[config.mk]
export PLATFORM = sky130hd
export DESIGN_NAME = uart_rx_param
export DESIGN_NICKNAME = d
export VERILOG_FILES = /design/src/rtl/uart_pkg.sv /design/src/rtl/uart_baud_tick.sv /design/src/rtl/uart_rx_param.sv
export SDC_FILE = /design/constraint.sdc
export NUM_CORES = 1
export LEC_CHECK = 0
export BUFFER_PORTS_ARGS = -buffer_cell sky130_fd_sc_hd__buf_2
export CORE_UTILIZATION = 45
export DETAILED_ROUTE_END_ITERATION = 10
export GPL_TIMING_DRIVEN = 0
export SLEW_MARGIN = 20
export SYNTH_ARGS = -nofsm -noshare
export SYNTH_HDL_FRONTEND = slang
export SYNTH_SLANG_ARGS = --single-unit
export TNS_END_PERCENT = 50
[constraint.sdc]
create_clock -name clk -period 6.6 [get_ports clk]
set_input_delay 0.99 -clock clk [delete_from_list [all_inputs] [get_ports clk]]
set_output_delay 0.99 -clock clk [all_outputs]
set_load 0.02 [all_outputs]
[src/rtl/uart_pkg.sv]
// Shared definitions for the parametrised UART receiver and its baud tick generator.
package uart_pkg;

    localparam int PAR_NONE = 0;
    localparam int PAR_ODD  = 1;
    localparam int PAR_EVEN = 2;

    typedef enum logic [2:0] {
        ST_IDLE,
        ST_START,
        ST_DATA,
        ST_PARITY,
        ST_STOP,
        ST_BREAK_WAIT
    } rx_state_t;

    // Clocks per oversample tick; 0 marks an unreachable rate so the caller can stop elaboration.
    function automatic int calc_tick_div(input int clk_freq, input int baud_rate, input int oversample);
        int div;
        if (baud_rate < 1 || oversample < 1) begin
            return 0;
        end
        div = clk_freq / (baud_rate * oversample);
        return (div < 1) ? 0 : div;
    endfunction

endpackage

[src/rtl/uart_baud_tick.sv]
// Free-running oversample tick generator with a restart input so a frame can align to its start edge.
module uart_baud_tick #(
    parameter int TICK_DIV = 2
) (
    input  logic clk,
    input  logic reset_n,
    input  logic restart,
    output logic tick
);

    localparam int CNT_W = (TICK_DIV > 1) ? $clog2(TICK_DIV) : 1;
    localparam logic [CNT_W-1:0] CNT_LAST = CNT_W'(TICK_DIV - 1);

    logic [CNT_W-1:0] cnt_reg;

    always_ff @(posedge clk) begin
        if (!reset_n) begin
            cnt_reg <= '0;
        end else if (restart || cnt_reg == CNT_LAST) begin
            cnt_reg <= '0;
        end else begin
            cnt_reg <= cnt_reg + 1'b1;
        end
    end

    // Suppressed during restart so the first tick of a frame is a full period away.
    assign tick = (cnt_reg == CNT_LAST) && !restart;

endmodule

[src/rtl/uart_rx_param.sv]
// Oversampling UART receiver: 5..9 data bits, optional parity, 1/2 stop bits, break detection
// and a valid/ready output with overrun reporting.
module uart_rx_param
    import uart_pkg::*;
#(
    parameter int CLK_FREQ   = 50000000,
    parameter int BAUD_RATE  = 9600,
    parameter int DATA_BITS  = 8,
    parameter int PARITY     = 0,
    parameter int STOP_BITS  = 1,
    parameter int OVERSAMPLE = 16
) (
    input  logic                 clk,
    input  logic                 reset_n,
    input  logic                 rx_line,
    output logic [DATA_BITS-1:0] data_out,
    output logic                 data_valid,
    input  logic                 data_ready,
    output logic                 rx_busy,
    output logic                 frame_err,
    output logic                 parity_err,
    output logic                 overrun_err,
    output logic                 break_det
);

    localparam int TICK_DIV = calc_tick_div(CLK_FREQ, BAUD_RATE, OVERSAMPLE);
    localparam int OS_W     = $clog2(OVERSAMPLE);
    localparam int BIT_W    = 4;

    localparam logic [OS_W-1:0]  OS_VOTE0 = OS_W'(OVERSAMPLE / 2 - 1);
    localparam logic [OS_W-1:0]  OS_VOTE1 = OS_W'(OVERSAMPLE / 2);
    localparam logic [OS_W-1:0]  OS_VOTE2 = OS_W'(OVERSAMPLE / 2 + 1);
    localparam logic [OS_W-1:0]  OS_LAST  = OS_W'(OVERSAMPLE - 1);
    localparam logic [BIT_W-1:0] DATA_LAST = BIT_W'(DATA_BITS - 1);
    localparam logic [BIT_W-1:0] STOP_LAST = BIT_W'(STOP_BITS - 1);

    if (TICK_DIV < 1) begin : g_bad_tick_div
        $error("uart_rx_param: CLK_FREQ too low for BAUD_RATE*OVERSAMPLE");
    end
    if (DATA_BITS < 5 || DATA_BITS > 9) begin : g_bad_data_bits
        $error("uart_rx_param: DATA_BITS must be 5..9");
    end
    if (STOP_BITS < 1 || STOP_BITS > 2) begin : g_bad_stop_bits
        $error("uart_rx_param: STOP_BITS must be 1 or 2");
    end
    if (OVERSAMPLE < 8 || (OVERSAMPLE % 2) != 0) begin : g_bad_oversample
        $error("uart_rx_param: OVERSAMPLE must be even and at least 8");
    end
    if (PARITY != PAR_NONE && PARITY != PAR_ODD && PARITY != PAR_EVEN) begin : g_bad_parity
        $error("uart_rx_param: PARITY must be 0, 1 or 2");
    end

    logic                 rx_meta_reg, rx_s_reg, rx_prev_reg;
    rx_state_t            state_reg, state_next;
    logic [OS_W-1:0]      os_cnt_reg;
    logic [BIT_W-1:0]     bit_cnt_reg;
    logic [1:0]           vote_reg;
    logic [DATA_BITS-1:0] shift_reg;
    logic                 par_bit_reg;
    logic                 fe_acc_reg;

    logic [DATA_BITS-1:0] data_out_reg;
    logic                 data_valid_reg, rx_busy_reg, frame_err_reg, parity_err_reg;
    logic                 overrun_err_reg, break_det_reg;

    logic tick, restart, sample_pt, bit_end, bit_val, is_break;
    logic complete, brk_hit, data_xor, parity_bad;

    uart_baud_tick #(
        .TICK_DIV (TICK_DIV)
    ) u_tick (
        .clk     (clk),
        .reset_n (reset_n),
        .restart (restart),
        .tick    (tick)
    );

    assign sample_pt  = tick && (os_cnt_reg == OS_VOTE2);
    assign bit_end    = tick && (os_cnt_reg == OS_LAST);
    // Majority of the two stored samples and the live third sample.
    assign bit_val    = (vote_reg[0] & vote_reg[1]) | (vote_reg[0] & rx_s_reg) | (vote_reg[1] & rx_s_reg);
    assign is_break   = (shift_reg == '0) && (PARITY == PAR_NONE || !par_bit_reg) && !bit_val;
    assign data_xor   = (^shift_reg) ^ par_bit_reg;
    assign parity_bad = (PARITY == PAR_ODD)  ? !data_xor :
                        (PARITY == PAR_EVEN) ?  data_xor : 1'b0;

    always_comb begin
        state_next = state_reg;
        restart    = 1'b0;
        complete   = 1'b0;
        brk_hit    = 1'b0;
        case (state_reg)
            ST_IDLE: begin
                if (rx_prev_reg && !rx_s_reg) begin
                    state_next = ST_START;
                    restart    = 1'b1;
                end
            end
            ST_START: begin
                if (sample_pt && bit_val) begin
                    state_next = ST_IDLE;
                end else if (bit_end) begin
                    state_next = ST_DATA;
                end
            end
            ST_DATA: begin
                if (bit_end && bit_cnt_reg == DATA_LAST) begin
                    state_next = (PARITY != PAR_NONE) ? ST_PARITY : ST_STOP;
                end
            end
            ST_PARITY: begin
                if (bit_end) begin
                    state_next = ST_STOP;
                end
            end
            ST_STOP: begin
                // Finish at the sample point so a back-to-back start edge is still seen.
                if (sample_pt) begin
                    if (bit_cnt_reg == '0 && is_break) begin
                        brk_hit    = 1'b1;
                        state_next = ST_BREAK_WAIT;
                    end else if (bit_cnt_reg == STOP_LAST) begin
                        complete   = 1'b1;
                        state_next = ST_IDLE;
                    end
                end
            end
            ST_BREAK_WAIT: begin
                if (rx_s_reg) begin
                    state_next = ST_IDLE;
                end
            end
            default: state_next = ST_IDLE;
        endcase
    end

    always_ff @(posedge clk) begin
        if (!reset_n) begin
            rx_meta_reg <= 1'b1;
            rx_s_reg    <= 1'b1;
            rx_prev_reg <= 1'b1;
            state_reg   <= ST_IDLE;
            os_cnt_reg  <= '0;
            bit_cnt_reg <= '0;
            vote_reg    <= '0;
            shift_reg   <= '0;
            par_bit_reg <= 1'b0;
            fe_acc_reg  <= 1'b0;
        end else begin
            rx_meta_reg <= rx_line;
            rx_s_reg    <= rx_meta_reg;
            rx_prev_reg <= rx_s_reg;
            state_reg   <= state_next;

            if (restart || state_reg == ST_IDLE) begin
                os_cnt_reg <= '0;
            end else if (tick) begin
                os_cnt_reg <= (os_cnt_reg == OS_LAST) ? '0 : os_cnt_reg + 1'b1;
            end

            if (state_next != state_reg) begin
                bit_cnt_reg <= '0;
            end else if (bit_end) begin
                bit_cnt_reg <= bit_cnt_reg + 1'b1;
            end

            if (tick && os_cnt_reg == OS_VOTE0) begin
                vote_reg[0] <= rx_s_reg;
            end
            if (tick && os_cnt_reg == OS_VOTE1) begin
                vote_reg[1] <= rx_s_reg;
            end

            if (state_reg == ST_DATA && sample_pt) begin
                shift_reg <= {bit_val, shift_reg[DATA_BITS-1:1]};
            end
            if (state_reg == ST_PARITY && sample_pt) begin
                par_bit_reg <= bit_val;
            end

            if (restart) begin
                fe_acc_reg <= 1'b0;
            end else if (state_reg == ST_STOP && sample_pt && !bit_val) begin
                fe_acc_reg <= 1'b1;
            end
        end
    end

    always_ff @(posedge clk) begin
        if (!reset_n) begin
            data_out_reg    <= '0;
            data_valid_reg  <= 1'b0;
            rx_busy_reg     <= 1'b0;
            frame_err_reg   <= 1'b0;
            parity_err_reg  <= 1'b0;
            overrun_err_reg <= 1'b0;
            break_det_reg   <= 1'b0;
        end else begin
            rx_busy_reg     <= (state_next != ST_IDLE);
            overrun_err_reg <= 1'b0;
            break_det_reg   <= brk_hit;

            if (data_valid_reg && data_ready) begin
                data_valid_reg <= 1'b0;
            end

            if (complete) begin
                if (!data_valid_reg || data_ready) begin
                    data_out_reg   <= shift_reg;
                    frame_err_reg  <= fe_acc_reg | !bit_val;
                    parity_err_reg <= parity_bad;
                    data_valid_reg <= 1'b1;
                end else begin
                    overrun_err_reg <= 1'b1;
                end
            end
        end
    end

    assign data_out    = data_out_reg;
    assign data_valid  = data_valid_reg;
    assign rx_busy     = rx_busy_reg;
    assign frame_err   = frame_err_reg;
    assign parity_err  = parity_err_reg;
    assign overrun_err = overrun_err_reg;
    assign break_det   = break_det_reg;

endmodule

==> results of run 1 <==
==> per-stage QoR <==
step,instances,area [sq um]
detailed placement,317,2380
global placement,317,2380
CTS,325,2470
global route,325,2470
floorplan,234,2220
finish,325,2470
==> power by group <==
group,internal (W),switching [W]
Sequential,0.000286,0.00000290
Combinational,0.00000804,0.0000132
Clock,0.0000758,0.000103
==> final cells by class <==
class | count | area [sq um] | share of cell area
inverters | 13 | 48.8 | 0.0197
multi-input cells | 163 | 1150 | 0.463
plain buffers | 11 | 80.1 | 0.0324
well taps | 67 | 83.8 | 0.0339
repair buffers | 16 | 80.1 | 0.0324
clock inverters | 3 | 25.0 | 0.0101
flip-flops and latches | 47 | 941 | 0.380
clock buffers | 5 | 68.8 | 0.0278
==> worst reg2reg max path, cell delays in order, from the launching register on <==
cell and delay (ns):
dfxtp_1 0.35, or4_4 0.55, nor3_4 0.33, mux2_1 0.36, a311o_2 0.44, nor3_1 0.18
==> placed cells by master (no fill, tap or decap), types with 2 or more instances in the layout <==
cell type / Yosys / routed
nand2b_1: 5 / 5
inv_1: 13 / 13
xnor2_1: 4 / 4
buf_6: 3 / 3
buf_4: 4 / 4
a21oi_1: 6 / 6
buf_2: 1 / 17
nor2_1: 38 / 38
clkinv_4: 0 / 2
nand2_1: 12 / 12
clkbuf_8: 0 / 5
or2_2: 2 / 2
o41ai_1: 2 / 2
nand3_1: 8 / 8
dfxtp_1: 47 / 47
and3_1: 3 / 3
xor2_1: 7 / 7
nor3_1: 10 / 10
nor3b_1: 2 / 2
and2_1: 2 / 2
ha_1: 7 / 7
nand4_1: 3 / 3
clkbuf_1: 3 / 3
mux2i_1: 19 / 19
nor2b_1: 2 / 2
==> per-layer routing <==
metal  wire [um]  track usage  share of wire
met1        2170        0.256           0.53
met2        1740        0.251           0.42
met3         161       0.0375          0.039
met4          60       0.0719          0.015
met5           0            0              0
==> how the worst max path moves through the flow <==
| stage | endpoint | slack, ns |
|---|---|---|
| 2_1_floorplan | bit_cnt_reg[0] | 4.53 |
| 3_3_place_gp | bit_cnt_reg[1] | 4.37 |
| 3_5_place_dp | bit_cnt_reg[1] | 4.36 |
| 4_1_cts | bit_cnt_reg[3] | 4.32 |
| 5_1_grt | bit_cnt_reg[2] | 4.18 |
| 6_report | bit_cnt_reg[3] | 4.33 |
==> cell families after synthesis <==
kind of cell    count (synthesis)
compound gates                 23
other cells                     1
buf+inv                        24
simple gates                  100
mux                            20
xor+xnor                       11
flops                          47
fa+ha+maj                       8
==> results.cfg, run 1 <==
[outcome]
status = finished, final reports clean

[logic_synthesis]
synth_top_family_by_area = simple AND/OR/NAND/NOR gates
synthArstFlopShare = 0
synth-edff-count = 0
syn_area_sq_mm = 0.00222
synth_compound_area_frac = 0.0807
ys_seq_elements = 47
yosysSeqAreaShare = 0.425
yosys.area_share.simple = 0.256
synth_ff_type = dfxtp_1
yosys.area_share.adder = 0.0446
synth_xor_area_frac = 0.0435
synth_mux_area_frac = 0.0909
synth_warnings = 0
synthCells = 234
yosys.area.top_type = dfxtp_1
synth_most_common_cell = dfxtp_1
synth_area_leaders = dfxtp_1 (42%), mux2i_1 (8.6%), nor2_1 (6.4%), ha_1 (4.0%), xor2_1 (2.8%)
synth_nets = 245
synthTopCellsByCount = dfxtp_1 (47), nor2_1 (38), mux2i_1 (19), inv_1 (13), nand2_1 (12)
synth_cell_types = 54
netlist.area_leader.share = 0.425
syn_area_per_cell_sq_um = 9.47

[route]
drt_iter0_drc = 104
vias_per_cell = 5.02
routedWlPerCell_um = 12.7
wl_um = 4140
num_vias = 1632
drc_errors = 0
firstDrtPassIters = 4
ant_nets = 0

[global_route]
grt-ovfl-total = 0
antenna_found_initial = 0
grt_pass1_wl_um = 7070
track_usage = 0.176
grt_pass1_vias = 1472
grt_max_degree = 17

[worst_setup_path]
end_kind = flip-flop
crit_start = shift_reg[7]
reg2reg_slack_ns = 4.33
rr_startpoint = shift_reg[7]
critPathMaxStageDelay_ns = 0.55
slowest_stage = or4_4
r2r_end = bit_cnt_reg[3]
worstPathMaxFanout = 5
cp_num_cells = 5
crit_chain = or4_4 -> nor3_4 -> mux2_1 -> a311o_2 -> nor3_1
startpoint_type = flip-flop
reg2reg_depth = 5
crit_required_ns = 6.83
cp_top_family = simple AND/OR/NAND/NOR gates
critPathKind = flip-flop to flip-flop
arrival_ns = 2.50
cp_num_buf_inv = 0

[sta]
max_slew_margin = 0.598
worstMarginPinSlew_ns = 0.597
post-route-min-period_ns = 2.27
whs_ns = 0.412
max_freq_mhz = 441
skew_ns = 0.00684
finalHoldViolCount = 0
tns_ns = 0
rsz0062_at_grt = no
fin_crit_sh = 0.344
layout_setup_ws_ns = 4.33
setup_viol = 0
drv_slew = 0

[pwr]
p_leak_nw = 0.979
p_per_area_mw_per_mm2 = 198
power.total_w = 0.000489
ir_worst_vdd_mv = 0.0937

[clocking]
clock_latency_ns = 0.30
cts_tree = built
ctsResizeCount = 0
clkTransAtPathRegs_ns = 0.09
postCtsHoldBufs = 0
ctsHtreeMaxLevel = 2
root_buffer = clkbuf_8
cts_buffers = 5
clockBufferDepth = 2
post_cts_buffers = 0
clock_sinks = 47

[floorplan]
die_x_um = 72.2
die_h_um = 72.2
num_rows = 25
io_pins = 18
start_util = 0.469
core_sq_mm = 0.00472
dieArea_sq_mm = 0.00521

[cells_and_area]
drive_gt1_frac = 0.190
largest_reg_flops = 9
fill_cells = 440
final_util = 0.524
area_growth_pct = 11.6
n_antenna_cell = 0
nets = 268

[min_path]
min_to = rx_s_reg
hold_path_depth = 1
hp-class = flip-flop to flip-flop
min_from = rx_meta_reg

[place]
place_ws_ns = 4.36
place_congestion = 0.849
hpwl_um = 2830
port_buffers = 16

[run]
maxCapViolations = 0
No activity file was read; power rests on OpenSTA's default activity.
==> run 2, diff against run 1 <==
--- a/config.mk
+++ b/config.mk
@@ -5,6 +5,7 @@
 export SDC_FILE = /design/constraint.sdc
 export NUM_CORES = 1
 export LEC_CHECK = 0
+export ABC_AREA = 1
 export BUFFER_PORTS_ARGS = -buffer_cell sky130_fd_sc_hd__buf_2
 export CORE_UTILIZATION = 45
 export DETAILED_ROUTE_END_ITERATION = 10
==> constraint.sdc (replaced) <==
create_clock -name clk -period 2.2 [get_ports clk]
set_input_delay 0.33 -clock clk [delete_from_list [all_inputs] [get_ports clk]]
set_output_delay 0.33 -clock clk [all_outputs]
set_load 0.02 [all_outputs]
==> run 2 against run 1 <==
- first-iteration DRC count fell by 6.7%
- synthesized cell count rose by 32%
- design area rose by 5.7%
- sequential share of layout area fell by 2.0 points
- flip-flop and latch count did not move
- die area rose by 5.7%
- sequential power rose to 3.0 times the previous value
- critical endpoint is now bit_cnt_reg[0]
- fmax rose by 21%
==> results.cfg, run 2 <==
[outcome]
status = finished, final reports clean

[logic_synthesis]
synthTopCellsByCount = inv_1 (50), nand2_1 (48), dfxtp_1 (47), nor2_1 (24), a21oi_1 (22)
synth_mux_area_frac = 0
yosys.area_share.adder = 0.0373
syn_area_per_cell_sq_um = 7.62
synth_area_leaders = dfxtp_1 (40%), inv_1 (8.0%), nand2_1 (7.7%), a21oi_1 (4.7%), nand3_1 (4.5%)
synth_nets = 319
synth_ff_type = dfxtp_1
synth_xor_area_frac = 0.0187
synth_most_common_cell = inv_1
synthArstFlopShare = 0
yosys.area.top_type = dfxtp_1
ys_seq_elements = 47
netlist.area_leader.share = 0.401
synthCells = 308
synth_compound_area_frac = 0.110
synth_top_family_by_area = simple AND/OR/NAND/NOR gates
yosysSeqAreaShare = 0.401
synth-edff-count = 0
syn_area_sq_mm = 0.00235
yosys.area_share.simple = 0.327
synth_cell_types = 35
synth_warnings = 0

[clocking]
postCtsHoldBufs = 0
root_buffer = clkbuf_8
post_cts_buffers = 0
clkTransAtPathRegs_ns = 0.09
ctsHtreeMaxLevel = 2
ctsResizeCount = 0
cts_tree = built
clockBufferDepth = 2
cts_buffers = 5
clock_latency_ns = 0.30
clock_sinks = 47

[route]
drt_iter0_drc = 97
vias_per_cell = 4.77
routedWlPerCell_um = 10.8
drc_errors = 0
num_vias = 1904
wl_um = 4320
firstDrtPassIters = 5
ant_nets = 0

[worst_setup_path]
rr_startpoint = bit_cnt_reg[0]
reg2reg_slack_ns = 0.32
critPathKind = flip-flop to flip-flop
cp_num_buf_inv = 1
arrival_ns = 2.11
cp_top_family = simple AND/OR/NAND/NOR gates
startpoint_type = flip-flop
path_common_cell = nand3_1
crit_start = bit_cnt_reg[0]
critPathMaxStageDelay_ns = 0.45
end_kind = flip-flop
crit_required_ns = 2.43
slowest_stage = nor3b_1
crit_chain = inv_1 -> ha_1 -> nor3b_1 -> nand4_1 -> nand2_1 -> nand3_1 -> nand3_1 -> nand3_2 -> nor3_2
worstPathMaxFanout = 4

[cells_and_area]
nets = 342
most-common-layout-cells = inv_1 (50), nand2_1 (48), dfxtp_1 (47), nor2_1 (24), a21oi_1 (22)
layout_commonest_cell = inv_1
multiInputGateArea_sq_mm = 0.00116
drive_gt1_frac = 0.208
area_growth_pct = 11.4
n_antenna_cell = 0
ff_latch_area_sq_um = 941
largest_reg_flops = 9
fill_cells = 498

[floorplan]
core_sq_mm = 0.00488
io_pins = 18
dieArea_sq_mm = 0.00551
num_rows = 25
die_x_um = 74.2
die_h_um = 74.2
start_util = 0.481

[global_route]
track_usage = 0.184
antenna_found_initial = 0
grt-ovfl-total = 0
grt_pass1_wl_um = 7710
grt_pass1_vias = 1757
grt_max_degree = 15

[pwr]
p_per_area_mw_per_mm2 = 582
power_switching_w = 0.000354
p_clk_frac = 0.383
internal_power_w = 0.00117
seqPwrFrac = 0.570
comb_power_share = 0.047
p_sw_frac = 0.232
ir_worst_vdd_mv = 0.363
p_leak_nw = 1.16

[sta]
layout_setup_ws_ns = 0.317
rsz0062_at_grt = no
worstMarginPinSlew_ns = 0.516
max_slew_margin = 0.656
max_freq_mhz = 531
post-route-min-period_ns = 1.88
tns_ns = 0
skew_ns = 0.00664
fin_crit_sh = 0.856
finalHoldViolCount = 0
drv_slew = 0
setup_viol = 0

[place]
place_congestion = 0.771
port_buffers = 16
hpwl_um = 3270
place_ws_ns = 0.301

[min_path]
min_from = rx_line
hp-class = primary input to flip-flop

[run]
maxCapViolations = 0
[run 2: cell count changes after synthesis, sizes merged, moves of 3 or more]
cell	previous run	this run
a21oi	6	25
buf	8	3
inv	13	56
mux2i	19	0
nand2	12	56
nand2b	5	0
nand3	9	27
nand4	4	7
nor2	38	32
nor3b	2	5
o21ai	2	16
xnor2	4	1
xor2	7	4
[run 2: layout make-up]
type	count	share of cell area
Buffer	5	0.0129
Clock buffer	7	0.0369
Tap cell	67	0.0321
Inverter	56	0.0804
Clock inverter	1	0.00287
Multi-Input combinational cell	200	0.444
Timing Repair Buffer	16	0.0306
Sequential cell	47	0.360
[run 2: logic make-up (layout without fill, tap and decap cells)]
group,after synthesis,after routing
AND/OR/NAND/NOR,142,142
buffers and inverters,61,85
flip-flops,47,47
AO/OA/AOI/OAI,45,45
adder cells (fa/ha/maj),7,7
XOR/XNOR,5,5
other,1,1
[run 2: power groups by stage]
stage	registers [W]	clock network (W)	logic [W]
after global placement	0.000887	0	0.0000714
final	0.000867	0.000583	0.0000718
after floorplan	0.000886	0	0.0000533
after detailed placement	0.000887	0	0.0000729
after CTS	0.000867	0.000605	0.0000732
after global routing	0.000869	0.000635	0.0000844
[run 2: per-layer routing]
layer  global-route usage  share of wire
met1                0.236           0.50
met2                0.298           0.45
met3               0.0420          0.028
met4               0.0748          0.018
met5                    0              0
[run 2: worst register-to-register path: stages (launching register included)]
cell     delay, ns
dfxtp_1       0.33
inv_1         0.09
ha_1          0.15
nor3b_1       0.45
nand4_1       0.20
nand2_1       0.09
nand3_1       0.11
nand3_1       0.13
nand3_2       0.15
nor3_2        0.12
[run 2: path summary, 6_finish.rpt]
check                         to  depth (start not counted)
setup / recovery  bit_cnt_reg[0]                          9
hold / removal       rx_meta_reg                          2
setup reg to reg  bit_cnt_reg[0]                          9
hold reg to reg      data_out[0]                          2
[run 2: per-stage QoR]
| stage | utilization | instance area, sq um | cells | hold slack (ns) | total power (W) |
|---|---|---|---|---|---|
| finish | 0.536 | 2610 | 399 | 0.212 | 0.00152 |
| global route | 0.536 | 2610 | 399 | 0.197 | 0.00159 |
| CTS | 0.536 | 2610 | 399 | 0.205 | 0.00155 |
| detailed placement | 0.514 | 2510 | 391 | 0.430 | 0.000960 |
| global placement | 0.514 | 2510 | 391 | 0.417 | 0.000958 |
| floorplan | - | 2350 | 308 | 0.393 | 0.000940 |
==> run 3, diff against run 2 <==
--- a/config.mk
+++ b/config.mk
@@ -10,8 +10,10 @@
 export CORE_UTILIZATION = 45
 export DETAILED_ROUTE_END_ITERATION = 10
 export GPL_TIMING_DRIVEN = 0
+export PLACE_DENSITY_LB_ADDON = 0.3
 export SLEW_MARGIN = 20
 export SYNTH_ARGS = -nofsm -noshare
 export SYNTH_HDL_FRONTEND = slang
+export SYNTH_HIERARCHICAL = 1
 export SYNTH_SLANG_ARGS = --single-unit
 export TNS_END_PERCENT = 50
==> run 3 against run 2 <==
- synthesized area is 2.3% lower
- design area increased by 1.9%
- setup slack lost 0.18 ns
- first-iteration DRC count is 22% lower
- core utilization grew 1.7 points
- clock power down 12%
==> results.cfg, run 3 <==
[outcome]
status = finished, final reports clean

[floorplan]
dieArea_sq_mm = 0.00538
start_util = 0.476
die_x_um = 73.4
die_h_um = 73.4
io_pins = 18
core_sq_mm = 0.00482
num_rows = 25

[logic_synthesis]
synth_ff_type = dfxtp_1
synth_warnings = 6
synth_cell_types = 34
synth_nets = 309
synth_area_leaders = dfxtp_1 (41%), nand2_1 (7.7%), nor2_1 (5.6%), inv_1 (5.2%), nand3_1 (4.6%)
syn_area_sq_mm = 0.00229
ys_seq_elements = 47
yosys.area.top_type = dfxtp_1
syn_area_per_cell_sq_um = 7.69
synthArstFlopShare = 0
yosysSeqAreaShare = 0.411
synthTopCellsByCount = dfxtp_1 (47), nand2_1 (47), nor2_1 (34), inv_1 (32), nand3_1 (21)
netlist.area_leader.share = 0.411
synthCells = 298
synth-edff-count = 0

[cells_and_area]
finalInstanceArea_sq_mm = 0.00266
area_growth_pct = 16.3
drive_gt1_frac = 0.282
nets = 341
largest_reg_flops = 9
n_antenna_cell = 0
final_util = 0.553
most-common-layout-cells = nand2_1 (47), dfxtp_1 (46), nor2_1 (33), inv_1 (31), nand3_1 (20)
layout_commonest_cell = nand2_1
stdcell_count = 397

[pwr]
p_leak_nw = 1.16
ir_worst_vdd_mv = 0.258
p_per_area_mw_per_mm2 = 546

[worst_setup_path]
path_common_cell = nor2_2
end_kind = flip-flop
critPathKind = flip-flop to flip-flop
rr_startpoint = u_tick/cnt_reg[0]
reg2reg_depth = 14
crit_start = u_tick/cnt_reg[0]
cp_top_family = simple AND/OR/NAND/NOR gates
critPathMaxStageDelay_ns = 0.35
crit_required_ns = 2.37
startpoint_type = flip-flop
slowest_stage = dfxtp_2
cp_num_cells = 14
cp_num_buf_inv = 2
worstPathMaxFanout = 10
crit_chain = inv_2 -> ha_1 -> nand2_1 -> nor2_1 -> nand2_2 -> nor2_2 -> buf_4 -> nand4_4 -> nor2_2 -> nand2_2 -> nor2_8 -> nand2_8 -> a21oi_2 -> nor2_2
arrival_ns = 2.24

[global_route]
grt_max_degree = 14
grt_pass1_vias = 1673
grt-ovfl-total = 0
antenna_found_initial = 0
track_usage = 0.170
grt_pass1_wl_um = 7110

[sta]
skew_ns = 0.00635
whs_ns = 0.212
drv_slew = 0
max_freq_mhz = 485
setup_viol = 0
finalHoldViolCount = 0
fin_crit_sh = 0.938
layout_setup_ws_ns = 0.137
post-route-min-period_ns = 2.06

[route]
ant_nets = 0
firstDrtPassIters = 4
routedWlPerCell_um = 10.4
vias_per_cell = 4.77
wl_um = 4130
drc_errors = 0
drt_iter0_drc = 76
num_vias = 1893

[clocking]
clockBufferDepth = 2
clkTransAtPathRegs_ns = 0.08
cts_tree = built
cts_buffers = 5
root_buffer = clkbuf_8
clock_latency_ns = 0.30
ctsHtreeMaxLevel = 2
clock_sinks = 47

[place]
place_area_sq_mm = 0.00245
place_congestion = 0.795
dp_cells = 381
place_ws_ns = -0.00516
port_buffers = 16
hpwl_um = 2990

[min_path]
hold_path_depth = 2
min_from = rx_line
hp-class = primary input to flip-flop

[run]
maxCapViolations = 0
[run 3: changes by cell type after synthesis, moves of 3 or more]
cell | previous run | this run
o21ai_2 | 3 | 0
nor3_1 | 6 | 10
nor2_1 | 24 | 34
a21oi_1 | 22 | 16
nor3_2 | 5 | 2
nor2_4 | 2 | 5
inv_1 | 50 | 32
nor2_2 | 5 | 10
nor3b_1 | 5 | 1
[run 3: kinds of logic (layout without fill, tap and decap cells)]
group	Yosys count	in the layout	synth area share
xor+xnor	6	6	0.0229
compound gates	35	35	0.0879
flops	47	47	0.411
buf+inv	46	78	0.0786
simple gates	156	156	0.360
fa+ha+maj	7	7	0.0382
other cells	1	1	0.00164
[run 3: per-layer routing]
layer / track usage / wire length [um] / up-vias
met5: 0 / 0 / -
li1: - / - / 1021
met4: 0.0641 / 63 / 0
met1: 0.215 / 2090 / 846
met2: 0.282 / 1870 / 21
met3: 0.0412 / 114 / 5
[run 3: stage by stage]
stage / TNS [ns] / power [W]
after floorplan: 0 / 0.000939
after global placement: 0 / 0.000955
after detailed placement: -0.00516 / 0.000956
after CTS: -0.000564 / 0.00148
after global routing: -0.0246 / 0.00152
final: 0 / 0.00145
[run 3: final cells by class]
type	count	area [sq um]
clock inverters	1	5.00
flip-flops and latches	47	942
inverters	41	154
multi-input cells	205	1210
clock buffers	6	82.6
fillers	480	2150
repair buffers	25	160
well taps	67	83.8
plain buffers	5	26.3
[run 3: timing repair]
item                       CTS  global route
setup buffers                3             6
pin swaps                    1            10
resized for setup            1            10
setup endpoints to repair    4            22
hold buffers                 0             0
[run 3: path summary, 6_finish.rpt]
check	slack [ns]	end
min	0.21	rx_meta_reg
min reg2reg	0.43	rx_s_reg
max reg2reg	0.14	frame_err
max	0.14	frame_err
[run 3: report_power, final]
group / total, W / internal, W / leakage [nW] / switching (W)
clock: 0.000515 / 0.000247 / 0.0470 / 0.000268
sequential: 0.000868 / 0.000859 / 0.380 / 0.00000943
combinational: 0.0000712 / 0.0000236 / 0.736 / 0.0000476
total: 0.00145 / 0.00113 / 1.16 / 0.000325
